File: src/rtl/serial_pattern_tx_if.sv
// ----------------------------------------------------------------------------
// serial_pattern_tx_if
// Purpose : bundles the request/data inputs and the serial/status outputs of
//           serial_pattern_tx so they travel as one port.
// Signals :
//   start   master->slave  transfer request (honoured only while ready=1)
//   pattern master->slave  frame bits, pattern[len-1] sent first
//   len     master->slave  frame length (0 or >WIDTH means WIDTH)
//   reps    master->slave  extra repetitions (frames = reps+1)
//   abort   master->slave  cancel the running transfer
//   x_out   slave->master  serial data bit
//   valid   slave->master  x_out carries a pattern bit
//   ready   slave->master  idle, start can be accepted
//   busy    slave->master  inverse of ready
//   done    slave->master  one-cycle pulse after the last bit of the last frame
// ----------------------------------------------------------------------------
interface serial_pattern_tx_if #(
    parameter int WIDTH = 8,
    parameter int LEN_W = 4,
    parameter int CNT_W = 4
) ();
    logic             start;
    logic [WIDTH-1:0] pattern;
    logic [LEN_W-1:0] len;
    logic [CNT_W-1:0] reps;
    logic             abort;
    logic             x_out;
    logic             valid;
    logic             ready;
    logic             busy;
    logic             done;

    modport master (
        output start, pattern, len, reps, abort,
        input  x_out, valid, ready, busy, done
    );

    modport slave (
        input  start, pattern, len, reps, abort,
        output x_out, valid, ready, busy, done
    );
endinterface

File: src/rtl/serial_pattern_tx.sv
// ----------------------------------------------------------------------------
// serial_pattern_tx
// Purpose : serial bit-pattern transmitter. Captures a 1..WIDTH bit pattern,
//           shifts it out MSB-first one bit per clock, repeats the frame
//           reps+1 times with GAP idle cycles between frames, then pulses done.
// Ports   :
//   clk  in  clock, all state changes on posedge
//   rst  in  asynchronous active-low reset
//   bus  slave modport of serial_pattern_tx_if (start/pattern/len/reps/abort
//        in; x_out/valid/ready/busy/done out, all registered)
// ----------------------------------------------------------------------------
module serial_pattern_tx #(
    parameter int   WIDTH    = 8,
    parameter int   LEN_W    = 4,
    parameter int   CNT_W    = 4,
    parameter int   GAP      = 2,
    parameter logic IDLE_VAL = 1'b0
) (
    input  logic                 clk,
    input  logic                 rst,
    serial_pattern_tx_if.slave   bus
);

    // Gap counter runs GAP-1 down to 0.
    localparam int               GAP_W    = (GAP > 1) ? $clog2(GAP) : 1;
    localparam logic [GAP_W-1:0] GAP_LAST = GAP_W'((GAP > 0) ? GAP - 1 : 0);
    localparam logic [LEN_W-1:0] LEN_MAX  = LEN_W'(WIDTH);

    typedef enum logic [1:0] {
        S_IDLE,
        S_SHIFT,
        S_GAP
    } state_t;

    state_t             r_state;
    logic [WIDTH-1:0]   r_frame;      // pattern left-aligned, reloaded per frame
    logic [WIDTH-1:0]   r_shift;      // working copy, MSB is the next bit
    logic [LEN_W-1:0]   r_last_idx;   // len-1
    logic [LEN_W-1:0]   r_cnt;        // bits remaining in frame after this one
    logic [CNT_W-1:0]   r_reps_left;
    logic [GAP_W-1:0]   r_gap;
    logic               r_fin;        // last frame completed normally -> done next
    logic               r_x;
    logic               r_valid;
    logic               r_ready;
    logic               r_busy;
    logic               r_done;

    logic [LEN_W-1:0]   w_len;
    logic [WIDTH-1:0]   w_frame;
    logic               w_accept;

    assign w_len = ((bus.len == '0) || (bus.len > LEN_MAX)) ? LEN_MAX : bus.len;

    // Left-align so pattern[len-1] lands in the MSB and shifting left walks
    // down to pattern[0].
    assign w_frame = bus.pattern << (LEN_MAX - w_len);

    // ready is registered one cycle behind the state, so both must agree
    // before a start is taken; abort wins over a simultaneous start.
    assign w_accept = bus.start && !bus.abort && r_ready && (r_state == S_IDLE);

    always_ff @(posedge clk or negedge rst) begin
        if (!rst) begin
            r_state     <= S_IDLE;
            r_frame     <= '0;
            r_shift     <= '0;
            r_last_idx  <= '0;
            r_cnt       <= '0;
            r_reps_left <= '0;
            r_gap       <= '0;
            r_fin       <= 1'b0;
            r_x         <= IDLE_VAL;
            r_valid     <= 1'b0;
            r_ready     <= 1'b1;
            r_busy      <= 1'b0;
            r_done      <= 1'b0;
        end else begin
            r_done <= 1'b0;
            case (r_state)
                S_IDLE: begin
                    r_x     <= IDLE_VAL;
                    r_valid <= 1'b0;
                    r_ready <= 1'b1;
                    r_busy  <= 1'b0;
                    r_done  <= r_fin;
                    r_fin   <= 1'b0;
                    if (w_accept) begin
                        r_frame     <= w_frame;
                        r_shift     <= w_frame;
                        r_last_idx  <= w_len - 1'b1;
                        r_cnt       <= w_len - 1'b1;
                        r_reps_left <= bus.reps;
                        r_state     <= S_SHIFT;
                    end
                end

                S_SHIFT: begin
                    if (bus.abort) begin
                        r_state <= S_IDLE;
                        r_x     <= IDLE_VAL;
                        r_valid <= 1'b0;
                        r_ready <= 1'b1;
                        r_busy  <= 1'b0;
                        r_fin   <= 1'b0;
                    end else begin
                        r_x     <= r_shift[WIDTH-1];
                        r_valid <= 1'b1;
                        r_ready <= 1'b0;
                        r_busy  <= 1'b1;
                        if (r_cnt == '0) begin
                            if (r_reps_left != '0) begin
                                r_reps_left <= r_reps_left - 1'b1;
                                r_shift     <= r_frame;
                                r_cnt       <= r_last_idx;
                                if (GAP > 0) begin
                                    r_gap   <= GAP_LAST;
                                    r_state <= S_GAP;
                                end
                            end else begin
                                r_fin   <= 1'b1;
                                r_state <= S_IDLE;
                            end
                        end else begin
                            r_shift <= r_shift << 1;
                            r_cnt   <= r_cnt - 1'b1;
                        end
                    end
                end

                S_GAP: begin
                    r_x     <= IDLE_VAL;
                    r_valid <= 1'b0;
                    if (bus.abort) begin
                        r_state <= S_IDLE;
                        r_ready <= 1'b1;
                        r_busy  <= 1'b0;
                        r_fin   <= 1'b0;
                    end else begin
                        r_ready <= 1'b0;
                        r_busy  <= 1'b1;
                        if (r_gap == '0) begin
                            r_state <= S_SHIFT;
                        end else begin
                            r_gap <= r_gap - 1'b1;
                        end
                    end
                end

                default: begin
                    r_state <= S_IDLE;
                end
            endcase
        end
    end

    assign bus.x_out = r_x;
    assign bus.valid = r_valid;
    assign bus.ready = r_ready;
    assign bus.busy  = r_busy;
    assign bus.done  = r_done;

endmodule

File: src/flat_wrapper.sv
// flat-port wrapper written by rule: the top's interface ports become plain ports
module serial_pattern_tx_flat 
#(
    parameter int   WIDTH    = 8,
    parameter int   LEN_W    = 4,
    parameter int   CNT_W    = 4,
    parameter int   GAP      = 2,
    parameter logic IDLE_VAL = 1'b0
)
  (clk, rst, bus_start, bus_pattern, bus_len, bus_reps, bus_abort, bus_x_out, bus_valid, bus_ready, bus_busy, bus_done);
  serial_pattern_tx_if #(.WIDTH(WIDTH), .LEN_W(LEN_W), .CNT_W(CNT_W)) bus_i ();
  input  logic clk;
  input  logic rst;
  input wire logic [$bits(bus_i.start)-1:0] bus_start;
  input wire logic [$bits(bus_i.pattern)-1:0] bus_pattern;
  input wire logic [$bits(bus_i.len)-1:0] bus_len;
  input wire logic [$bits(bus_i.reps)-1:0] bus_reps;
  input wire logic [$bits(bus_i.abort)-1:0] bus_abort;
  output wire logic [$bits(bus_i.x_out)-1:0] bus_x_out;
  output wire logic [$bits(bus_i.valid)-1:0] bus_valid;
  output wire logic [$bits(bus_i.ready)-1:0] bus_ready;
  output wire logic [$bits(bus_i.busy)-1:0] bus_busy;
  output wire logic [$bits(bus_i.done)-1:0] bus_done;
  assign bus_i.start = bus_start;
  assign bus_i.pattern = bus_pattern;
  assign bus_i.len = bus_len;
  assign bus_i.reps = bus_reps;
  assign bus_i.abort = bus_abort;
  assign bus_x_out = bus_i.x_out;
  assign bus_valid = bus_i.valid;
  assign bus_ready = bus_i.ready;
  assign bus_busy = bus_i.busy;
  assign bus_done = bus_i.done;
  serial_pattern_tx #(.WIDTH(WIDTH), .LEN_W(LEN_W), .CNT_W(CNT_W), .GAP(GAP), .IDLE_VAL(IDLE_VAL)) u_core (.clk(clk), .rst(rst), .bus(bus_i));
endmodule
File: config.mk
export PLATFORM = sky130hd
export DESIGN_NAME = serial_pattern_tx_flat
export DESIGN_NICKNAME = d
export VERILOG_FILES = /design/src/rtl/serial_pattern_tx_if.sv /design/src/rtl/serial_pattern_tx.sv /design/src/flat_wrapper.sv
export SDC_FILE = /design/constraint.sdc
export NUM_CORES = 1
export LEC_CHECK = 0
export CAP_MARGIN = 10
export CORE_UTILIZATION = 45
export CTS_BUF_LIST = sky130_fd_sc_hd__clkbuf_2 sky130_fd_sc_hd__clkbuf_4 sky130_fd_sc_hd__clkbuf_8
export DETAILED_ROUTE_END_ITERATION = 7
export GPL_ROUTABILITY_DRIVEN = 0
export PLACE_DENSITY = 0.7
export SYNTH_ARGS = -nofsm -noshare
export SYNTH_HDL_FRONTEND = slang
export SYNTH_SLANG_ARGS = --single-unit
File: constraint.sdc
create_clock -name clk -period 1.73 [get_ports clk]
set_input_delay 0.173 -clock clk [delete_from_list [all_inputs] [get_ports clk]]
set_output_delay 0.173 -clock clk [all_outputs]
set_load 0.05 [all_outputs]
; After elaboration in Yosys (flattened, before gate mapping)
; Cells that the tools add are included.
[word_totals]
ff_bits = 37
ramBits = 0
input_bits = 20
latch_bits = 0
elab_cells = 96
memories = 0
output_inout_bits = 5
romBits = 0
[op_classes]
eq_ne = 12
n_lt_le_gt_ge = 1
shifts = 1
mul = 0
n_reduce_logical = 22
div_mod_pow = 0
muxes = 42
bitwise_logic = 0
addsub = 5
[op_table]
columns = cell, count
row1 = $mux 4, 9
row2 = $mux 8, 4
row3 = $pmux 4 s2, 2
row4 = $pmux 8 s2, 1
row5 = $mux 1, 13
row6 = $mux 2, 6
row7 = $sub 4x1->4 const B, 3
row8 = $pmux 1 s2, 5
row9 = $reduce_and 5->1, 2
row10 = $ne 3x3->1 const B, 3
row11 = $logic_not 4->1, 2
row12 = $reduce_and 4->1, 2
row13 = $reduce_bool 2->1, 4
row14 = $shl 8x4->8, 1
row15 = $ne 2x1->1 const B, 3
row16 = $ne 2x2->1 const B, 3
row17 = $pmux 2 s3, 1
row18 = $gt 4x4->1 const B, 1
row19 = $reduce_bool 4->1, 1
row20 = $reduce_or 2->1, 2
row21 = $sub 4x4->4 const A, 1
row22 = $logic_and 1x1->1, 3
row23 = $ne 3x2->1 const B, 1
row24 = $pmux 1 s3, 1
row25 = 9 further kinds, 9

; Logic depth before layout (Yosys ltp)
[logic_depth]
word_depth = 7
ltp_mapped = 10
ltp_nobuf = 8

; Worst setup path after synthesis
; Ideal clock, no wire load.
[synth_path]
path_type = input -> register
startpoint = input port bus_len[0]
endpoint = register u_core.r_shift[4]
path_buffers = 2
arrival_ps = 1678
cell_stages = 10
setup_slack_ps = -83
setup_ps = 135
required_time_ps = 1595
path_cell_list = nor2b_1 > buf_4 > inv_4 > ha_1 > buf_2 > clkinv_1 > a31oi_1 > a21oi_1 > o221ai_1 > a211oi_1
[synth_between]
elab_chain_len = 7
elab_cells_between_ends = 8
cone_classes = add/sub (1) / order compare (1) / shift (1) / mux (3) / reduce/logical (2)
[synth_rtl]
columns = item, line
row1 = from (decl), flat_wrapper.sv:16  ; input wire logic [$bits(bus_i.len)-1:0] bus_len;
row2 = $gt 4x4->1 or $logic_not 4->1 (tied branches), serial_pattern_tx.sv:53  ; assign w_len = ((bus.len == '0) || (bus.len > LEN_MAX)) ? LEN_MAX : bus.len;
row3 = $logic_or 1x1->1, serial_pattern_tx.sv:53
row4 = $mux 4 (*), serial_pattern_tx.sv:53
row5 = $sub 4x4->4 (*), serial_pattern_tx.sv:57  ; assign w_frame = bus.pattern << (LEN_MAX - w_len);
row6 = $shl 8x4->8 (*), serial_pattern_tx.sv:57
row7 = $mux 8 (*), serial_pattern_tx.sv:88  ; if (w_accept) begin
row8 = $pmux 8 s2 (*), serial_pattern_tx.sv:80  ; case (r_state)
row9 = to (signal assigned), serial_pattern_tx.sv:90  ; r_shift <= w_frame;
row10 = to (signal assigned), serial_pattern_tx.sv:114  ; r_shift <= r_frame;
row11 = to (signal assigned), serial_pattern_tx.sv:125  ; r_shift <= r_shift << 1;
row12 = to (decl), serial_pattern_tx.sv:37  ; logic [WIDTH-1:0] r_shift;
; Every way passes the cells marked *; elsewhere a longest branch is shown, timed or not. The select of a mux whose other input is x is not followed.
; A chain may end at the register's enable or synchronous reset.

; Final worst setup path
[layout_path]
startpoint = register u_core.r_cnt[0]
endpoint = register u_core.r_cnt[2]
[layout_between]
elab_chain_len = 4
elab_cells_between_ends = 7
cone_classes = add/sub (1) / eq/ne (1) / mux (3) / reduce/logical (2)
[layout_rtl]
columns = item, line
row1 = from (decl), serial_pattern_tx.sv:39  ; logic [LEN_W-1:0] r_cnt;
row2 = from (signal assigned), serial_pattern_tx.sv:92  ; r_cnt <= w_len - 1'b1;
row3 = from (signal assigned), serial_pattern_tx.sv:115  ; r_cnt <= r_last_idx;
row4 = from (signal assigned), serial_pattern_tx.sv:126  ; r_cnt <= r_cnt - 1'b1;
row5 = $sub 4x1->4 or $logic_not 4->1 (tied branches), "serial_pattern_tx.sv:126, serial_pattern_tx.sv:111"
row6 = $mux 4, serial_pattern_tx.sv:111  ; if (r_cnt == '0) begin
row7 = $mux 4, serial_pattern_tx.sv:99  ; if (bus.abort) begin
row8 = $pmux 4 s2, serial_pattern_tx.sv:80
; Several ways; a longest one is shown, not always the timed one. The select of a mux whose other input is x is not followed.

==> impl_metrics.json <==
{
  "wl_um": 5680,
  "drive_above_1_share_pct": 33.5,
  "rsz_0062_raised_after_global_routing": "true",
  "mappedNetlistNets": 279,
  "ios": 25,
  "drt-initial-drc-count": 73,
  "synth.yosys.seq_area_share_pct": 40.3,
  "clk_path_buf_depth": 2,
  "yosys_top_cell_by_area": "sky130_fd_sc_hd__dfrtp_1",
  "min-delay-path-class": "in -> async",
  "max_transition_margin_pct": 67.0,
  "worst_pin_slew_ns": 0.493,
  "synthDistinctLibCells": 55,
  "syn_inst": 250,
  "drv_slew": 0,
  "worstSkewPairLatency_ns": 0.29,
  "postSynthRegisterBits": 37,
  "grt_max_degree": 38,
  "yosys_warnings": 0,
  "synthDominantCellAreaShare_pct": 39.2,
  "synth-edff-count": 0,
  "synthesis.area_per_instance_um2": 9.19,
  "drt_drc_violations_left": 0,
  "h_tree_depth": 2,
  "finish.instance_area_um2": 3340,
  "fmax_mhz": 585,
  "placement.io_buffers": 24,
  "cts.root.buffer_cell": "sky130_fd_sc_hd__clkbuf_8",
  "route.antenna.remaining_nets": 0,
  "vdd_ir_max_v": 0.000992,
  "postSynth.asyncResetShare_pct": 100,
  "clock_sinks": 37,
  "cap_viol_max_count": 0,
  "first_pass_iters": 4,
  "worstPathArrival_ns": 1.88,
  "global_route_wire_length_before_repair_um": 9820,
  "grt_antenna_before_repair": 0,
  "initial_core_util_pct": 47.7,
  "synth_flop_cell": "sky130_fd_sc_hd__dfrtp_1",
  "detailed_place_hpwl_um": 4150,
  "design.final.nets": 353,
  "first_global_vias": 2136,
  "setup-violations-final": 0,
  "finClkSkew_ns": 0.00671,
  "die-height_um": 73.5,
  "floorplan.die_area_um2": 5400,
  "outcome": "completed",
  "timing_hold_violations_final": 0,
  "floorplan.rows": 25,
  "worst_setup_path_start_kind": "flip-flop",
  "cp_max_fo": 5,
  "post_synth_instance_area_um2": 2300,
  "placed_cell_area_um2": 2960,
  "postLayoutSetupSlackWorst_ns": 0.0195,
  "p_leak_uw": 0.00148,
  "tritoncts_clock_tree": "yes",
  "core_area_um2": 4820,
  "insertedDiodeCount": 0,
  "power.density_cell_area_nw_per_um2": 1610,
  "final_min_period_over_clock_period_pct": 98.9,
  "area_growth_syn_to_layout_pct": 45.5,
  "routedWlPerCell_um": 14.5,
  "period_minus_slack_ns": 1.71,
  "tritoncts.num_buffers": 5,
  "worst_setup_hold_path_clk_slew_ns": 0.08,
  "crit_type": "reg -> reg",
  "main_area_contributors_after_synthesis": "sky130_fd_sc_hd__dfrtp_1 39%, sky130_fd_sc_hd__nand2_1 5.2%, sky130_fd_sc_hd__ha_1 4.9%, sky130_fd_sc_hd__mux2i_1 4.8%, sky130_fd_sc_hd__o21ai_0 4.8%",
  "via_per_instance_ratio": 5.36,
  "die-width_um": 73.5,
  "critPathRequiredTime_ns": 1.90,
  "vias": 2102,
  "globalRouteTotalUtil_pct": 23.6,
  "grt.overflow.total": 0,
  "setup.worst_path.end_class": "flip-flop",
  "pre_cts_slack_ns": -0.545
}
-- synthesized netlist by cell type (2+ instances only) --
library cell	instances
sky130_fd_sc_hd__dfrtp_1	36
sky130_fd_sc_hd__nand2_1	32
sky130_fd_sc_hd__o21ai_0	22
sky130_fd_sc_hd__a21oi_1	14
sky130_fd_sc_hd__nor2_1	13
sky130_fd_sc_hd__mux2i_1	11
sky130_fd_sc_hd__nor3_1	10
sky130_fd_sc_hd__ha_1	9
sky130_fd_sc_hd__inv_1	9
sky130_fd_sc_hd__a31oi_1	6
sky130_fd_sc_hd__nand3_1	6
sky130_fd_sc_hd__o22ai_1	6
sky130_fd_sc_hd__clkbuf_1	5
sky130_fd_sc_hd__o21ai_1	5
sky130_fd_sc_hd__nor2b_1	4
sky130_fd_sc_hd__a22o_1	3
sky130_fd_sc_hd__buf_2	3
sky130_fd_sc_hd__buf_4	3
sky130_fd_sc_hd__nand2b_1	3
sky130_fd_sc_hd__nor4_1	3
sky130_fd_sc_hd__o21a_1	3
sky130_fd_sc_hd__o22a_1	3
sky130_fd_sc_hd__a211oi_1	2
sky130_fd_sc_hd__a21o_1	2
sky130_fd_sc_hd__a22oi_1	2
sky130_fd_sc_hd__and2_1	2
sky130_fd_sc_hd__o221ai_1	2
sky130_fd_sc_hd__o31ai_1	2
sky130_fd_sc_hd__o41ai_1	2
sky130_fd_sc_hd__or3b_1	2
-- layer usage --
metal | vias to the layer above | share of wire (%) | global-route usage [%]
li1 | 1063 | - | -
met1 | 974 | 45 | 31.8
met2 | 53 | 50 | 39.3
met3 | 12 | 2.9 | 3.02
met4 | 0 | 2.1 | 7.69
met5 | - | 0 | 0
-- path summary, 6_finish.rpt --
check | from | to | slack (ns) | cells past startpoint
setup / recovery | u_core.r_cnt[0] | u_core.r_cnt[2] | 0.02 | 8
hold / removal | rst | u_core.r_reps_left[1] | 0.45 | 3
setup reg to reg | u_core.r_cnt[0] | u_core.r_cnt[2] | 0.02 | 8
hold reg to reg | u_core.r_frame[1] | u_core.r_frame[1] | 0.48 | 2
max in group asynchronous | rst | u_core.bus.ready | 0.92 | 3
min in group clk | u_core.r_frame[1] | u_core.r_frame[1] | 0.48 | 2
-- cell usage in the layout (no fill, tap or decap), types with 9 or more instances in the layout --
cell,count
sky130_fd_sc_hd__buf_4,45
sky130_fd_sc_hd__nor3_1,9
sky130_fd_sc_hd__o21ai_0,19
sky130_fd_sc_hd__nor2_1,13
sky130_fd_sc_hd__dfrtp_1,35
sky130_fd_sc_hd__nand2_1,30
sky130_fd_sc_hd__mux2i_1,10
sky130_fd_sc_hd__clkdlybuf4s50_1,20
sky130_fd_sc_hd__a21oi_1,13
-- power by group --
part | total [µW] | switching [µW] | internal, µW
Combinational | 3100 | 1530 | 1570
Sequential | 1490 | 270 | 1220
Clock | 785 | 316 | 469
-- repair_timing --
action,CTS,global route
pin swaps,8,9
gates resized for setup,24,29
endpoints found under the setup margin,24,25
setup buffers,1,5
endpoints found under the hold margin,36,0
hold buffers,1,0
-- worst max-delay path: stages, from the launching register on --
cell                      delay, ns
sky130_fd_sc_hd__dfrtp_1       0.39
sky130_fd_sc_hd__inv_2         0.09
sky130_fd_sc_hd__ha_4          0.14
sky130_fd_sc_hd__nor3b_4       0.23
sky130_fd_sc_hd__buf_6         0.17
sky130_fd_sc_hd__nand2_4       0.07
sky130_fd_sc_hd__o21ai_4       0.26
sky130_fd_sc_hd__buf_12        0.14
sky130_fd_sc_hd__o21ai_0       0.09
-- final cells by class --
| type | instances | area (µm²) |
|---|---|---|
| sequential | 37 | 928 |
| inverter | 11 | 45.0 |
| fill | 364 | 1470 |
| timing repair buffer | 80 | 724 |
| multi-input combinational | 189 | 1440 |
| tap | 67 | 83.8 |
| clock buffer | 6 | 82.6 |
| clock inverter | 2 | 37.5 |
-- sequential cells by signal, summed over array words and instances (netlist names) --
signal and cells:
u_core.r_last_idx 4, u_core.bus.x_out 1, u_core.bus.ready 1, u_core.r_fin 1
u_core.r_cnt 4, u_core.bus.done 1, u_core.r_reps_left 4, u_core.r_shift 8
u_core.r_frame 8, u_core.bus.busy 1, u_core.r_gap 1, u_core.r_state 2
u_core.bus.valid 1
-- through the flow --
stage | hold slack [ns] | std cells | power, µW | utilization [%] | TNS [ns]
2_1_floorplan | -0.123 | 250 | 3060 | - | -0.00109
3_3_place_gp | 0.252 | 377 | 4060 | 61.4 | -6.84
3_5_place_dp | 0.250 | 377 | 4130 | 61.4 | -8.35
4_1_cts | 0.464 | 387 | 5080 | 66.4 | 0
5_1_grt | 0.514 | 392 | 5800 | 69.4 | -0.363
6_report | 0.455 | 392 | 5380 | 69.4 | 0
-- kinds of logic after synthesis --
family                   Yosys count  synth area share [%]
adder cells (fa/ha/maj)            9                  4.90
AND/OR/NAND/NOR                   84                  19.6
buffers and inverters             24                  5.06
multiplexers                      13                  6.26
flip-flops                        37                  40.3
XOR/XNOR                           3                  1.47
AO/OA/AOI/OAI                     80                  22.4
(Power assumes the default switching activity.)
